`config.mk`:
```
export PLATFORM = sky130hd
export DESIGN_NAME = tl_router
export DESIGN_NICKNAME = d
export VERILOG_FILES = /design/src/rtl/tl_router_pkg.sv /design/src/rtl/tl_router.sv
export SDC_FILE = /design/constraint.sdc
export NUM_CORES = 1
export LEC_CHECK = 0
export BUFFER_PORTS_ARGS = -buffer_cell sky130_fd_sc_hd__buf_2
export CORE_AREA = 2 2 161 163
export DETAILED_ROUTE_END_ITERATION = 8
export DIE_AREA = 0 0 163 165
export HOLD_SLACK_MARGIN = 0.06
export PLACE_DENSITY = 0.56
export SKIP_LAST_GASP = 1
export SYNTH_ARGS = -nofsm -noshare
export SYNTH_HDL_FRONTEND = slang
export SYNTH_SLANG_ARGS = --single-unit
export TNS_END_PERCENT = 20
```
`constraint.sdc`:
```
create_clock -name clock -period 5.1 [get_ports clock]
set_input_delay 0.255 -clock clock [delete_from_list [all_inputs] [get_ports clock]]
set_output_delay 0.255 -clock clock [all_outputs]
set_load 0.03 [all_outputs]
```
`src/rtl/tl_router_pkg.sv`:
```
// Shared TileLink-UL definitions: opcodes, channel structs, router states
// and the address region decode used by the router and the devices behind it.
package tl_router_pkg;

  localparam logic [2:0] OP_GET              = 3'd4;
  localparam logic [2:0] OP_PUT_FULL_DATA    = 3'd0;
  localparam logic [2:0] OP_PUT_PARTIAL_DATA = 3'd1;
  localparam logic [2:0] OP_ACCESS_ACK       = 3'd0;
  localparam logic [2:0] OP_ACCESS_ACK_DATA  = 3'd1;

  // A channel. a_ready travels in the opposite direction of the payload:
  // it is the D-channel ready of whoever receives this struct's responses.
  typedef struct packed {
    logic        a_valid;
    logic [2:0]  a_opcode;
    logic [2:0]  a_param;
    logic [2:0]  a_size;
    logic [7:0]  a_source;
    logic [31:0] a_address;
    logic [3:0]  a_mask;
    logic [31:0] a_data;
    logic        a_ready;
  } tilelink_a;

  // D channel. d_ready is the A-channel ready of the sender of this struct.
  typedef struct packed {
    logic        d_valid;
    logic [2:0]  d_opcode;
    logic [1:0]  d_param;
    logic [2:0]  d_size;
    logic [7:0]  d_source;
    logic        d_sink;
    logic [31:0] d_data;
    logic        d_error;
    logic        d_ready;
  } tilelink_d;

  // Payload-only copies held in the router's request/response registers.
  typedef struct packed {
    logic [2:0]  opcode;
    logic [2:0]  param;
    logic [2:0]  size;
    logic [7:0]  source;
    logic [31:0] address;
    logic [3:0]  mask;
    logic [31:0] data;
  } a_fields_t;

  typedef struct packed {
    logic [2:0]  opcode;
    logic [1:0]  param;
    logic [2:0]  size;
    logic [7:0]  source;
    logic        sink;
    logic [31:0] data;
    logic        error;
  } d_fields_t;

  typedef enum logic [1:0] {IDLE, ISSUE, WAIT, RESP} router_state_e;

  // Region is the top nibble of the address.
  function automatic logic region_hit(input logic [31:0] addr, input logic [3:0] region);
    return (addr >> 28) == {28'd0, region};
  endfunction

  function automatic logic opcode_legal(input logic [2:0] opcode);
    return (opcode == OP_GET) || (opcode == OP_PUT_FULL_DATA) || (opcode == OP_PUT_PARTIAL_DATA);
  endfunction

  // Local error responses carry AccessAckData only for Get.
  function automatic logic [2:0] ack_opcode(input logic [2:0] req_opcode);
    return (req_opcode == OP_GET) ? OP_ACCESS_ACK_DATA : OP_ACCESS_ACK;
  endfunction

endpackage

```
`src/rtl/tl_router.sv`:
```
// Single-host to two-device TL-UL router with one outstanding transaction.
// Unmapped addresses, illegal opcodes and silent devices are answered locally
// with d_error=1.
//
// state | meaning
// IDLE  | ready for a host request (host_tld.d_ready=1)
// ISSUE | request presented to the selected device until it is accepted
// WAIT  | waiting for the selected device's response, timeout counter running
// RESP  | response held to the host until host_tla.a_ready
module tl_router
  import tl_router_pkg::*;
#(
  parameter logic [3:0] DEV0_REGION = 4'h5,
  parameter logic [3:0] DEV1_REGION = 4'h8,
  parameter int         TIMEOUT     = 16   // must be >= 2
) (
  input  logic      clock,
  input  logic      reset_n,
  input  tilelink_a host_tla,
  output tilelink_d host_tld,
  output tilelink_a dev0_tla,
  input  tilelink_d dev0_tld,
  output tilelink_a dev1_tla,
  input  tilelink_d dev1_tld
);

  localparam int               CNT_W    = $clog2(TIMEOUT + 1);
  localparam logic [CNT_W-1:0] CNT_LAST = CNT_W'(TIMEOUT - 1);
  localparam logic [CNT_W-1:0] CNT_MAX  = '1;

  router_state_e    state, state_next;
  logic             sel, sel_next;      // 0 = device 0, 1 = device 1
  a_fields_t        req, req_next;
  d_fields_t        rsp, rsp_next;
  logic [CNT_W-1:0] cnt, cnt_next;
  tilelink_d        dev_rsp;

  // Next-state logic: capture, decode, device handshake, timeout and host handshake.
  always_comb begin
    state_next = state;
    sel_next   = sel;
    req_next   = req;
    rsp_next   = rsp;
    cnt_next   = cnt;
    dev_rsp    = sel ? dev1_tld : dev0_tld;

    unique case (state)
      IDLE: begin
        if (host_tla.a_valid) begin
          req_next = '{opcode:  host_tla.a_opcode,
                       param:   host_tla.a_param,
                       size:    host_tla.a_size,
                       source:  host_tla.a_source,
                       address: host_tla.a_address,
                       mask:    host_tla.a_mask,
                       data:    host_tla.a_data};
          // Preload the local error response; overwritten if a device answers.
          rsp_next        = '0;
          rsp_next.size   = host_tla.a_size;
          rsp_next.source = host_tla.a_source;
          rsp_next.error  = 1'b1;
          rsp_next.opcode = ack_opcode(host_tla.a_opcode);
          if (!opcode_legal(host_tla.a_opcode)) begin
            rsp_next.opcode = OP_ACCESS_ACK;
            state_next      = RESP;
          end else if (region_hit(host_tla.a_address, DEV0_REGION)) begin
            sel_next   = 1'b0;
            state_next = ISSUE;
          end else if (region_hit(host_tla.a_address, DEV1_REGION)) begin
            sel_next   = 1'b1;
            state_next = ISSUE;
          end else begin
            state_next = RESP;
          end
        end
      end
      ISSUE: begin
        if (dev_rsp.d_ready) begin
          cnt_next   = '0;
          state_next = WAIT;
        end
      end
      WAIT: begin
        // A response on the timeout cycle still wins.
        if (dev_rsp.d_valid) begin
          rsp_next = '{opcode: dev_rsp.d_opcode,
                       param:  dev_rsp.d_param,
                       size:   dev_rsp.d_size,
                       source: dev_rsp.d_source,
                       sink:   dev_rsp.d_sink,
                       data:   dev_rsp.d_data,
                       error:  dev_rsp.d_error};
          state_next = RESP;
        end else if (cnt == CNT_LAST) begin
          rsp_next        = '0;
          rsp_next.opcode = ack_opcode(req.opcode);
          rsp_next.size   = req.size;
          rsp_next.source = req.source;
          rsp_next.error  = 1'b1;
          state_next      = RESP;
        end else if (cnt != CNT_MAX) begin
          cnt_next = cnt + CNT_W'(1);
        end
      end
      RESP: begin
        if (host_tla.a_ready) state_next = IDLE;
      end
      default: state_next = IDLE;
    endcase
  end

  // State and datapath registers; reset aborts any transaction in flight.
  always_ff @(posedge clock) begin
    if (!reset_n) begin
      state <= IDLE;
      sel   <= 1'b0;
      req   <= '0;
      rsp   <= '0;
      cnt   <= '0;
    end else begin
      state <= state_next;
      sel   <= sel_next;
      req   <= req_next;
      rsp   <= rsp_next;
      cnt   <= cnt_next;
    end
  end

  // Outputs come straight from registers; valids/readies are decoded from state.
  always_comb begin
    host_tld = '{d_valid:  state == RESP,
                 d_opcode: rsp.opcode,
                 d_param:  rsp.param,
                 d_size:   rsp.size,
                 d_source: rsp.source,
                 d_sink:   rsp.sink,
                 d_data:   rsp.data,
                 d_error:  rsp.error,
                 d_ready:  state == IDLE};
    dev0_tla = '{a_valid:   (state == ISSUE) && !sel,
                 a_opcode:  req.opcode,
                 a_param:   req.param,
                 a_size:    req.size,
                 a_source:  req.source,
                 a_address: req.address,
                 a_mask:    req.mask,
                 a_data:    req.data,
                 a_ready:   (state == WAIT) && !sel};
    dev1_tla = '{a_valid:   (state == ISSUE) && sel,
                 a_opcode:  req.opcode,
                 a_param:   req.param,
                 a_size:    req.size,
                 a_source:  req.source,
                 a_address: req.address,
                 a_mask:    req.mask,
                 a_data:    req.data,
                 a_ready:   (state == WAIT) && sel};
  end

endmodule

```
# Word-level counts from Yosys, hierarchy flattened
# Cells that the tools add are included.
[totals]
reg_bits = 143
elab_cells = 76
out_inout_bits = 226
[op_classes]
reduce_logical = 17
n_mux = 24
n_addsub = 1
n_eq_ne = 17
[op_table]
columns = ["cell", "n"]
rows = [
  ["50-bit 2-to-1 mux", 3],
  ["50-bit case mux with 2 select lines", 1],
  ["52-bit 2-to-1 mux", 1],
  ["5-bit 2-to-1 mux", 4],
  ["2-bit 2-to-1 mux", 8],
  ["2-bit inequality test (second input constant)", 6],
  ["5-bit case mux with 2 select lines", 1],
  ["2-bit case mux with 4 select lines", 1],
  ["4-bit AND reduction", 2],
  ["3-bit == test (second input constant)", 2],
  ["2-bit nonzero test", 3],
  ["5-bit by 1-bit adder with 5-bit output (second input constant)", 1],
  ["5-bit by 4-bit == test with 1-bit output (second input constant)", 1],
  ["1-bit 2-to-1 mux", 5],
  ["5-bit inequality test (second input constant)", 1],
  ["5-bit AND reduction", 1],
  ["2-bit == test (second input constant)", 2],
  ["4-bit by 3-bit == test with 1-bit output (second input constant)", 1],
  ["4-bit == test (second input constant)", 1],
  ["1-bit logical AND", 4],
  ["3-bit by 1-bit == test with 1-bit output (second input constant)", 1],
  ["3-bit logical NOT", 1],
  ["3-bit inequality test (second input constant)", 1],
  ["3-bit AND reduction", 1],
  ["5 further kinds", 6],
]

# Depth between registers and ports, before layout
# Gate-level depths: netlist of run 1.
[depth]
ltp_word = 6
ltp_mapped = 10
ltp_nobuf = 7

# Worst setup path before layout of run 1
# OpenSTA, ideal clock, no wires.
[synth_path]
kind = "register to register"
from = "reg state[0]"
to = "reg rsp, in the netlist host_tld[15]"
arrival_ns = 1.894
synth_period_minus_slack_ns = 1.964
stages_incl_launch_ff = 9
slack_ns = 3.136
path_buffers = 2
path_cell_list = "dfxtp_1 > inv_1 > ha_1 > nand2b_1 > o221ai_1 > buf_2 > clkbuf_1 > or3_1 > a21boi_1"
[synth_rtl]
columns = ["element", "line", "rtl"]
rows = [
  ["start: declaration", "tl_router.sv:31", "router_state_e state, state_next;"],
  ["start signal: assignment", "tl_router.sv:121", "state <= state_next;"],
  ["end signal: assignment", "tl_router.sv:124", "rsp <= rsp_next;"],
  ["end: declaration", "tl_router.sv:34", "d_fields_t rsp, rsp_next;"],
]

# Worst setup path in the final report of run 1
[layout_path]
from = "reg state[0]"
to = "reg rsp, in the netlist host_tld[47]"
[layout_via]
elab_chain_len = 3
elab_cells_between_ends = 7
classes_between = "eq/ne (3); mux (1); reduce/logical (3)"
[layout_lines]
columns = ["element", "line", "rtl"]
rows = [
  ["2-bit == test / 2-bit logical NOT (equally long branches)", "tl_router.sv:47", "unique case (state)"],
  ["3-bit inequality test (no source line), or another cell as far along", "-", ""],
  ["3-bit AND reduction (no source line)", "-", ""],
]
# Several ways; a longest one is shown, not always the timed one.
# A chain may end at the register's enable or synchronous reset.

==> reports/qor.csv, run 1 <==
stage,metric,value,unit
timing,fin crit period,2800,ps
routing,Via Count,6641,
power,P per Cell Area,482,nW/µm²
global_routing,initial antenna violation count,1,
synth,Synth top cells by count,"228 x nand2_1, 143 x dfxtp_1, 88 x a21boi_1",
synth,number of synthesized flops with an enable pin,0,
synth,register area share after synthesis,0.408,
power,Seq pwr share,0.314,
power,Logic pwr share,0.395,
timing,Setup-failing EPs final,0,
timing,final-report hold violation count,0,
setup_path,Worst Reg2Reg Path Length in Cells,5,
timing,Slew Limit Fails,0,
die,Die Width,163,µm
timing,relative slew slack,0.282,
timing,Tcrit/Tclk final,0.550,
global_routing,GRT Util Overall,0.166,
die,total core area,25000,µm²
clock_network,H-tree level count,4,
placement,placed insts,1440,
placement,hpwl dp,16.7,mm
placement,PortBufs,418,
routing,DRT Wirelength,23.5,mm
clock_network,Num CTS Buffers,17,
synth,"FF+latch count, synth",143,
setup_path,Worst R2R End,host_tld[47]$_SDFFE_PN0P_,
clock_network,Worst-Skew Late Latency,420,ps
finish,share of cells above drive strength 1,0.393,
synth,Synth Warn #,0,
synth,Mapped Area,7020,µm²
routing,DRC Markers,0,
synth,most numerous cell in the Yosys netlist,nand2_1,
timing,unrepaired setup endpoints after global routing,false,
finish,P&R area growth vs syn,36.0,%
die,row count,58,
worst_hold_path,worst hold path type,primary input to flip-flop,
timing,Worst-Margin Slew,1070,ps
die,Die H,165,µm
finish,Layout Nets,1353,
die,Initial Util,0.280,
worst_hold_path,hold depth,3,
global_routing,vias in the first global route,6038,
setup_path,Worst EP required,5440,ps
synth,syn_nets,1035,
timing,setup_tns,0,ps
power,Peak VDD IR,196,µV
timing,clock skew,11.3,ps
global_routing,largest net degree at the start of global routing,95,
timing,final worst slack,2300,ps
setup_path,Critical Path AT,3140,ps
setup_path,Crit Path Category,flip-flop to flip-flop,
routing,Post-DRT Antenna Nets,0,
global_routing,global-route wire length before repair,34.4,mm
clock_network,clk sinks,143,
clock_network,Hold Buf Count CTS,23,
routing,DRT iter0 DRCs,425,
finish,"non-filler cells, final",1494,
clock_network,clk slew on worst S/H paths,60,ps
power,Internal Pwr Total,2.63,mW
clock_network,root buf cell,clkbuf_16,
clock_network,# Post-CTS Setup Buffers,0,
setup_path,CP Launch Type,flip-flop,
worst_hold_path,hold path start,host_tla[61],
synth,synth unique cells,42,
clock_network,worst-case clock buffer depth,2,
power,leakage,4.45,nW
finish,antenna cell count,0,
power,Clock power frac,0.290,
placement,placed inst area,8700,µm²
run,max cap viols,0,
routing,First-pass DRT Iterations,4,
synth,post-synth top area share,0.408,
outcome,outcome,finished clean,
die,full die area,26900,µm²
synth,"top cells by area, synth","dfxtp_1 41%, nand2_1 12%, a21boi_1 9.4%, buf_4 9.2%, mux2i_1 7.8%",
synth,post-synth top area cell,dfxtp_1,
placement,"worst slack, placed",2280,ps
synth,Cells after Synth,834,
setup_path,crit path max fanout,37,
synth,mean area per synthesized cell,8.42,µm²
clock_network,CTS resizes,0,
finish,Layout Cell Area excl Fill,9550,µm²
setup_path,reg2reg start,state[0]$_SDFFE_PN0P_,
synth,Synth async-reset ratio,0,
setup_path,R2R Setup Slk,2300,ps
placement,RD Place Congestion,0.776,
synth,dominant synthesized flop cell,dfxtp_1,
routing,Via density,4.45,
clock_network,CTS tree,built,
power,Sw Ratio,0.428,
setup_path,Worst setup EP type,flip-flop,
worst_hold_path,hold path endpoint,dev0_tla[61]$_SDFFE_PN0P_,
power,NetSw,1.97,mW
timing,max frequency,357,MHz
routing,Routed WL per cell,15.7,µm
global_routing,"Remaining Overflow, GRT",0,
die,io pins,419,
==> sequential cells by signal (all words and copies together) (netlist names) <==
name	flops
cnt	5
dev0_tla	85
sel	1
host_tld	50
state	2
==> per-layer routing <==
layer  wire length, µm  share of wire  global-route usage
met1             10200           0.43               0.207
met2             11700           0.50               0.293
met3              1400          0.060              0.0392
met4               151         0.0064              0.0350
met5                12        0.00051                   0
==> per-stage QoR <==
step | hold WS, ps | utilization | power [mW]
floorplan | 390 | - | 2.85
global placement | 435 | 0.348 | 3.28
detailed placement | 442 | 0.348 | 3.30
CTS | 61.5 | 0.381 | 4.68
global route | 70.6 | 0.381 | 4.87
finish | 84.7 | 0.381 | 4.61
==> cells in the final DEF (no fill, tap or decap), types with 5 or more instances in the layout <==
| master | count |
|---|---|
| buf_2 | 417 |
| nand2_1 | 227 |
| dfxtp_1 | 142 |
| a21boi_1 | 88 |
| mux2i_1 | 55 |
| or3_1 | 37 |
| a21boi_0 | 35 |
| dlygate4sd3_1 | 23 |
| clkbuf_16 | 17 |
| nand2b_1 | 14 |
| o211ai_1 | 13 |
| a31oi_1 | 12 |
| o21ai_1 | 8 |
| ha_1 | 8 |
| o21ai_0 | 7 |
| inv_1 | 5 |
| buf_4 | 5 |
==> power by group through the flow <==
| stage | Combinational [mW] | Clock, mW | Sequential (mW) |
|---|---|---|---|
| final | 1.82 | 1.34 | 1.45 |
| after global routing | 1.97 | 1.43 | 1.47 |
| after CTS | 1.85 | 1.38 | 1.45 |
| after detailed placement | 1.83 | 0 | 1.47 |
| after global placement | 1.82 | 0 | 1.47 |
| after floorplan | 1.06 | 0 | 1.79 |
==> worst max path at each step <==
stage	startpoint	slack, ps	endpoint	depth (start not counted)
6_report	state[0]$_SDFFE_PN0P_	2300	host_tld[47]$_SDFFE_PN0P_	5
4_1_cts	state[0]$_SDFFE_PN0P_	2270	host_tld[47]$_SDFFE_PN0P_	5
3_3_place_gp	state[0]$_SDFFE_PN0P_	2350	host_tld[16]$_SDFFE_PN0P_	5
3_5_place_dp	state[0]$_SDFFE_PN0P_	2280	host_tld[47]$_SDFFE_PN0P_	5
5_1_grt	state[0]$_SDFFE_PN0P_	2000	host_tld[32]$_SDFFE_PN0P_	5
2_1_floorplan	state[0]$_SDFFE_PN0P_	3140	host_tld[15]$_SDFFE_PN0P_	8
==> cell type report <==
class	count	area, µm²
Sequential cell	143	2870
Timing Repair Buffer	445	2350
Clock inverter	12	185
Inverter	5	18.8
Fill cell	2566	15500
Clock buffer	19	433
Tap cell	330	413
Multi-Input combinational cell	540	3280
==> worst max-delay path, stage by stage (launching register included) <==
cell and delay (ps):
dfxtp_1 340, inv_1 110, ha_1 650, nand2_1 840, or3_1 620, a21boi_1 150
==> logic make-up (layout without fill, tap and decap cells) <==
kind of cell	count (synthesis)	count (layout)	synth area share
AO/OA/AOI/OAI	176	176	0.182
AND/OR/NAND/NOR	300	300	0.186
flip-flops	143	143	0.408
adder cells (fa/ha/maj)	8	8	0.0143
multiplexers	56	56	0.0806
buffers and inverters	151	481	0.129
Note: power is estimated with default switching activity, not from simulation.
==> inputs of run 2 (changes only) <==
ABC_AREA = 1   (was default)
CORE_AREA = 2 2 164 166   (was 2 2 161 163)
DIE_AREA = 0 0 166 168   (was 0 0 163 165)
PLACE_DENSITY = 0.55   (was 0.56)
clock period = 2.5 ns   (was 5.1 ns; I/O delays follow)
==> run 2 against run 1 <==
Against the previous run: combinational power increased to 3.1 times the previous value; die area increased by 3.7%; sequential power increased by 120%; largest power group unchanged; sequential cell count unchanged; global-route usage increased by 0.27 points; register-to-register slack got worse by 2000 ps; first-iteration DRC count increased by 31%; clock power increased by 100%.
==> reports/qor.csv, run 2 <==
stage,metric,value,unit
setup_path,Critical Path AT,2510,ps
synth,register area share after synthesis,0.417,
timing,Worst-Margin Slew,680,ps
finish,Layout Nets,1620,
finish,P&R area growth vs syn,49.9,%
setup_path,Critical Path Source,sel$_SDFFE_PN0P_,
finish,Largest register FFs,85,
synth,number of synthesized flops with an enable pin,0,
global_routing,largest net degree at the start of global routing,64,
timing,unrepaired setup endpoints after global routing,false,
routing,First-pass DRT Iterations,5,
power,Seq pwr share,0.282,
routing,Routed WL per cell,14.0,µm
timing,fin crit period,2210,ps
worst_hold_path,worst hold path type,primary input to flip-flop,
timing,max frequency,453,MHz
die,full die area,27900,µm²
setup_path,Worst Path Buf+Inv,3,
synth,Mapped Area,6870,µm²
clock_network,H-tree level count,4,
global_routing,global-route wire length before repair,37.8,mm
global_routing,GRT Util Overall,0.169,
placement,placed insts,1632,
setup_path,R2R Setup Slk,290,ps
timing,Slew Limit Fails,0,
clock_network,clk slew on worst S/H paths,60,ps
finish,share of cells above drive strength 1,0.332,
routing,DRT iter0 DRCs,555,
timing,clock skew,14.4,ps
setup_path,Crit Path Category,flip-flop to flip-flop,
setup_path,"Cell Chain, Critical Path","buf_4, nand2_1, nand2_1, buf_4, nand3_1, dlygate4sd3_1, a21oi_1, nor2_1",
setup_path,Worst setup EP type,flip-flop,
synth,Synth top cells by count,"232 x nand2_1, 208 x nor2_1, 143 x dfxtp_1",
clock_network,root buf cell,clkbuf_16,
die,Initial Util,0.261,
clock_network,CTS tree,built,
die,Die H,168,µm
die,total core area,26400,µm²
synth,dominant synthesized flop cell,dfxtp_1,
run,max cap viols,0,
timing,hold_ws,77.0,ps
timing,relative slew slack,0.546,
power,Internal Pwr Total,6.03,mW
power,Peak VDD IR,527,µV
synth,Synth Warn #,0,
power,NetSw,5.55,mW
clock_network,Worst-Skew Late Latency,420,ps
setup_path,CP Launch Type,flip-flop,
timing,final-report hold violation count,0,
setup_path,dominant delay contributor by cell family on the critical path,buffers and inverters,
placement,PortBufs,418,
setup_path,reg2reg start,sel$_SDFFE_PN0P_,
power,leakage,5.32,nW
setup_path,CP max stage delay,570,ps
routing,DRT Wirelength,24.8,mm
timing,Tcrit/Tclk final,0.883,
finish,Layout Cell Area excl Fill,10300,µm²
synth,most numerous cell in the Yosys netlist,nand2_1,
finish,antenna cell count,0,
routing,Post-DRT Antenna Nets,0,
setup_path,Worst EP required,2800,ps
synth,mean area per synthesized cell,6.84,µm²
power,Logic pwr share,0.487,
synth,"FF+latch count, synth",143,
power,Sw Ratio,0.479,
global_routing,vias in the first global route,6878,
synth,syn_nets,1206,
die,io pins,419,
synth,synth unique cells,23,
synth,Synth async-reset ratio,0,
die,row count,60,
global_routing,initial antenna violation count,0,
worst_hold_path,hold path start,dev1_tld[12],
clock_network,Num CTS Buffers,17,
finish,most frequent cells in the layout,"417 x buf_2, 231 x nand2_1, 207 x nor2_1, 142 x dfxtp_1",
clock_network,worst-case clock buffer depth,2,
routing,Via Count,7697,
die,Die Width,166,µm
setup_path,crit path max fanout,45,
placement,hpwl dp,17.5,mm
synth,post-synth top area cell,dfxtp_1,
clock_network,clk sinks,143,
finish,Util after Layout,0.391,
placement,RD Place Congestion,0.789,
outcome,outcome,finished clean,
global_routing,"Remaining Overflow, GRT",0,
routing,Via density,4.34,
setup_path,Crit-path slowest cell,dlygate4sd3_1,
placement,placed inst area,8600,µm²
routing,DRC Markers,0,
synth,Cells after Synth,1005,
timing,setup_tns,0,ps
finish,"non-filler cells, final",1773,
finish,"most common cell after layout, fill and taps aside",buf_2,
power,Clock power frac,0.231,
timing,Setup-failing EPs final,0,
synth,post-synth top area share,0.417,
power,P per Cell Area,1120,nW/µm²
synth,"top cells by area, synth","dfxtp_1 42%, nand2_1 13%, nor2_1 11%, buf_4 10%, o21ai_0 7.9%",
==> run 2: cell count changes in the layout (fill, tap and decap cells not counted), moves of 23 or more <==
cell | previous run | this run
or3_1 | 37 | 0
dlygate4sd3_1 | 23 | 109
a21boi_1 | 88 | 0
o21ai_0 | 7 | 109
a21oi_1 | 1 | 57
mux2i_1 | 55 | 0
nand3_1 | 2 | 60
nor2_1 | 4 | 207
a21boi_0 | 35 | 0
inv_1 | 5 | 28
==> run 2: power by group through the flow <==
stage / Sequential [mW] / Combinational (mW) / Clock [mW]
6_report: 3.26 / 5.64 / 2.68
5_1_grt: 3.34 / 6.12 / 2.87
4_1_cts: 3.26 / 5.67 / 2.78
3_5_place_dp: 3.31 / 5.53 / 0
3_3_place_gp: 3.29 / 5.52 / 0
2_1_floorplan: 4.26 / 3.42 / 0
==> run 2: final cells by class <==
type                       instances  area, µm²
fill                            2747      16000
timing repair buffer             543       3330
multi-input combinational        682       2950
sequential                       143       2860
clock buffer                      19        433
tap                              341        427
clock inverter                    13        176
inverter                          32        124
==> run 2: tightest hold or removal path: stages <==
cell and delay, ps:
buf_2 90, nand2_1 50, nand2_1 50, nand3_1 70, a21oi_1 60
==> run 2: per-stage QoR <==
stage | worst slack (ps) | total power [mW]
floorplan | 830 | 7.68
global placement | 495 | 8.81
detailed placement | 429 | 8.84
CTS | 300 | 11.7
global route | 140 | 12.3
finish | 292 | 11.6
==> run 2: kinds of logic (layout without fill, tap and decap cells) <==
family,count (synthesis),count (layout),synth area share
AOI/OAI and AO/OA,167,167,0.122
xor gates and xnor gates,1,1,0.00127
adders and majority gates,8,8,0.0146
buffers and inverters,180,607,0.155
and+or+nand+nor,506,506,0.291
DFF,143,143,0.417
==> run 2: repair_timing <==
action                                 in CTS  in global routing
buffers inserted                            0                  0
hold buffers                              109                  0
resized for setup                           0                  0
endpoints found under the hold margin     108                  0
==> run 2: worst paths after layout <==
check,end,cells after the start
worst max-delay path,host_tld[36]$_SDFFE_PN0P_,8
worst min-delay path,host_tld[12]$_SDFFE_PN0P_,5
worst max register to register,host_tld[36]$_SDFFE_PN0P_,8
worst min register to register,host_tld[16]$_SDFFE_PN0P_,2
==> run 2: per-layer routing <==
| metal | routed length, µm | up-vias | GRT usage |
|---|---|---|---|
| met5 | 0 | - | 0 |
| met4 | 312 | 0 | 0.0382 |
| met3 | 1420 | 13 | 0.0374 |
| met2 | 12100 | 283 | 0.289 |
| met1 | 11000 | 3471 | 0.218 |
| li1 | - | 3930 | - |
==> inputs of run 3 (changes only) <==
RECOVER_POWER = 50   (was default)
==> run 3 against run 2 <==
Against the previous run: setup slack improved by 2.1 ps; routed wire length increased by 0.70%; first-iteration DRC count decreased by 0.90%; global-route usage unchanged; sequential power about the same; combinational power decreased by 3%; critical path depth unchanged; non-clock buffer count unchanged; hold slack improved by 2.3 ps; critical endpoint unchanged; highest routed layer unchanged.
==> reports/qor.csv, run 3 (synthesized netlist as in run 2, its figures left out) <==
stage,metric,value,unit
outcome,outcome,finished clean,
timing,clock skew,15.8,ps
routing,DRT Wirelength,25.0,mm
die,total core area,26400,µm²
setup_path,Worst R2R End,host_tld[36]$_SDFFE_PN0P_,
die,io pins,419,
setup_path,Critical Path Source,sel$_SDFFE_PN0P_,
setup_path,Worst Reg2Reg Path Length in Cells,8,
routing,Via density,4.34,
power,Peak VDD IR,508,µV
placement,RD Place Congestion,0.789,
clock_network,clk sinks,143,
finish,"most common cell after layout, fill and taps aside",buf_2,
placement,PortBufs,418,
clock_network,clk slew on worst S/H paths,60,ps
power,NetSw,5.59,mW
setup_path,CP Launch Type,flip-flop,
power,Seq pwr share,0.288,
power,P per Cell Area,1130,nW/µm²
timing,setup_tns,0,ps
global_routing,largest net degree at the start of global routing,64,
power,leakage,4.60,nW
clock_network,worst-case clock buffer depth,2,
power,Logic pwr share,0.477,
clock_network,CTS tree,built,
timing,max frequency,453,MHz
timing,final-report hold violation count,0,
worst_hold_path,hold path start,dev0_tld[32],
finish,Layout Nets,1620,
setup_path,Worst setup EP type,flip-flop,
power,Internal Pwr Total,5.83,mW
timing,relative slew slack,0.552,
clock_network,Num CTS Buffers,17,
routing,First-pass DRT Iterations,5,
setup_path,Critical Path AT,2500,ps
timing,Slew Limit Fails,0,
setup_path,Crit Path Category,flip-flop to flip-flop,
routing,Via Count,7690,
setup_path,reg2reg start,sel$_SDFFE_PN0P_,
finish,Largest register FFs,85,
global_routing,"Remaining Overflow, GRT",0,
clock_network,root buf cell,clkbuf_16,
worst_hold_path,worst hold path type,primary input to flip-flop,
setup_path,crit path max fanout,45,
die,Die Width,166,µm
timing,fin crit period,2210,ps
finish,antenna cell count,0,
timing,Worst-Margin Slew,671,ps
timing,Setup-failing EPs final,0,
global_routing,initial antenna violation count,0,
finish,Util after Layout,0.382,
finish,share of cells above drive strength 1,0.203,
placement,hpwl dp,17.5,mm
routing,DRT iter0 DRCs,550,
clock_network,H-tree level count,4,
finish,"non-filler cells, final",1773,
worst_hold_path,hold path endpoint,host_tld[32]$_SDFFE_PN0P_,
die,full die area,27900,µm²
finish,P&R area growth vs syn,46.6,%
setup_path,Worst EP required,2800,ps
clock_network,# Post-CTS Setup Buffers,0,
die,Die H,168,µm
clock_network,CTS resizes,0,
routing,Routed WL per cell,14.1,µm
global_routing,global-route wire length before repair,37.8,mm
power,Sw Ratio,0.490,
clock_network,Worst-Skew Late Latency,420,ps
placement,placed insts,1632,
power,Clock power frac,0.235,
run,max cap viols,0,
worst_hold_path,hold depth,5,
power,total power,11.4,mW
die,row count,60,
die,Initial Util,0.261,
finish,most frequent cells in the layout,"233 x buf_2, 231 x nand2_1, 207 x nor2_1, 186 x clkbuf_1, 142 x dfxtp_1",
routing,Post-DRT Antenna Nets,0,
setup_path,R2R Setup Slk,290,ps
timing,Tcrit/Tclk final,0.882,
global_routing,vias in the first global route,6878,
global_routing,GRT Util Overall,0.169,
timing,unrepaired setup endpoints after global routing,false,
routing,DRC Markers,0,
[run 3: changes by cell type in the layout (fill, tap and decap cells not counted), sizes merged]
cell / delta
clkbuf: +184
buf: -184
[run 3: worst max-delay path by stage]
stage / cells past startpoint / endpoint / slack, ps
floorplan: 10 / host_tld[35]$_SDFFE_PN0P_ / 830
global placement: 11 / host_tld[35]$_SDFFE_PN0P_ / 490
detailed placement: 11 / host_tld[38]$_SDFFE_PN0P_ / 430
CTS: 8 / host_tld[36]$_SDFFE_PN0P_ / 300
global route: 11 / host_tld[43]$_SDFFE_PN0P_ / 140
finish: 8 / host_tld[36]$_SDFFE_PN0P_ / 290
[run 3: power by group through the flow]
stage	Clock (mW)	Combinational (mW)	Sequential, mW
after floorplan	0	3.42	4.26
after global placement	0	5.52	3.29
after detailed placement	0	5.53	3.31
after CTS	2.78	5.67	3.26
after global routing	2.87	5.92	3.36
final	2.68	5.45	3.29
[run 3: stage by stage]
| step | setup slack, ps | hold WS (ps) | instance area, µm² |
|---|---|---|---|
| final | 294 | 79.3 | 10100 |
| after global routing | 140 | 66.6 | 10100 |
| after detailed placement | 429 | 381 | 8600 |
| after global placement | 495 | 372 | 8600 |
| after CTS | 300 | 60.1 | 10300 |
| after floorplan | 830 | 274 | 6870 |
[run 3: per-layer routing]
metal	part of all wire	vias to the layer above	track usage
met2	0.48	268	0.289
met4	0.012	0	0.0382
li1	-	3928	-
met3	0.054	13	0.0374
met1	0.45	3481	0.218
met5	0	-	0
[run 3: critical path, stage by stage, from the launching register on]
cell and delay, ps:
dfxtp_2 370, buf_4 390, nand2_1 90, nand2_1 80, buf_4 290, nand3_1 110
dlygate4sd3_1 570, a21oi_1 120, nor2_1 50
[run 3: timing repair]
item,in CTS,in global routing
setup endpoints to repair,0,0
endpoints found under the hold margin,108,0
hold buffers,109,0
[run 3: cell type report]
cell class	count	area, µm²
well taps	341	427
multi-input cells	682	2950
clock inverters	13	176
inverters	32	124
clock buffers	19	433
repair buffers	543	3100
fillers	2883	16300
flip-flops and latches	143	2860
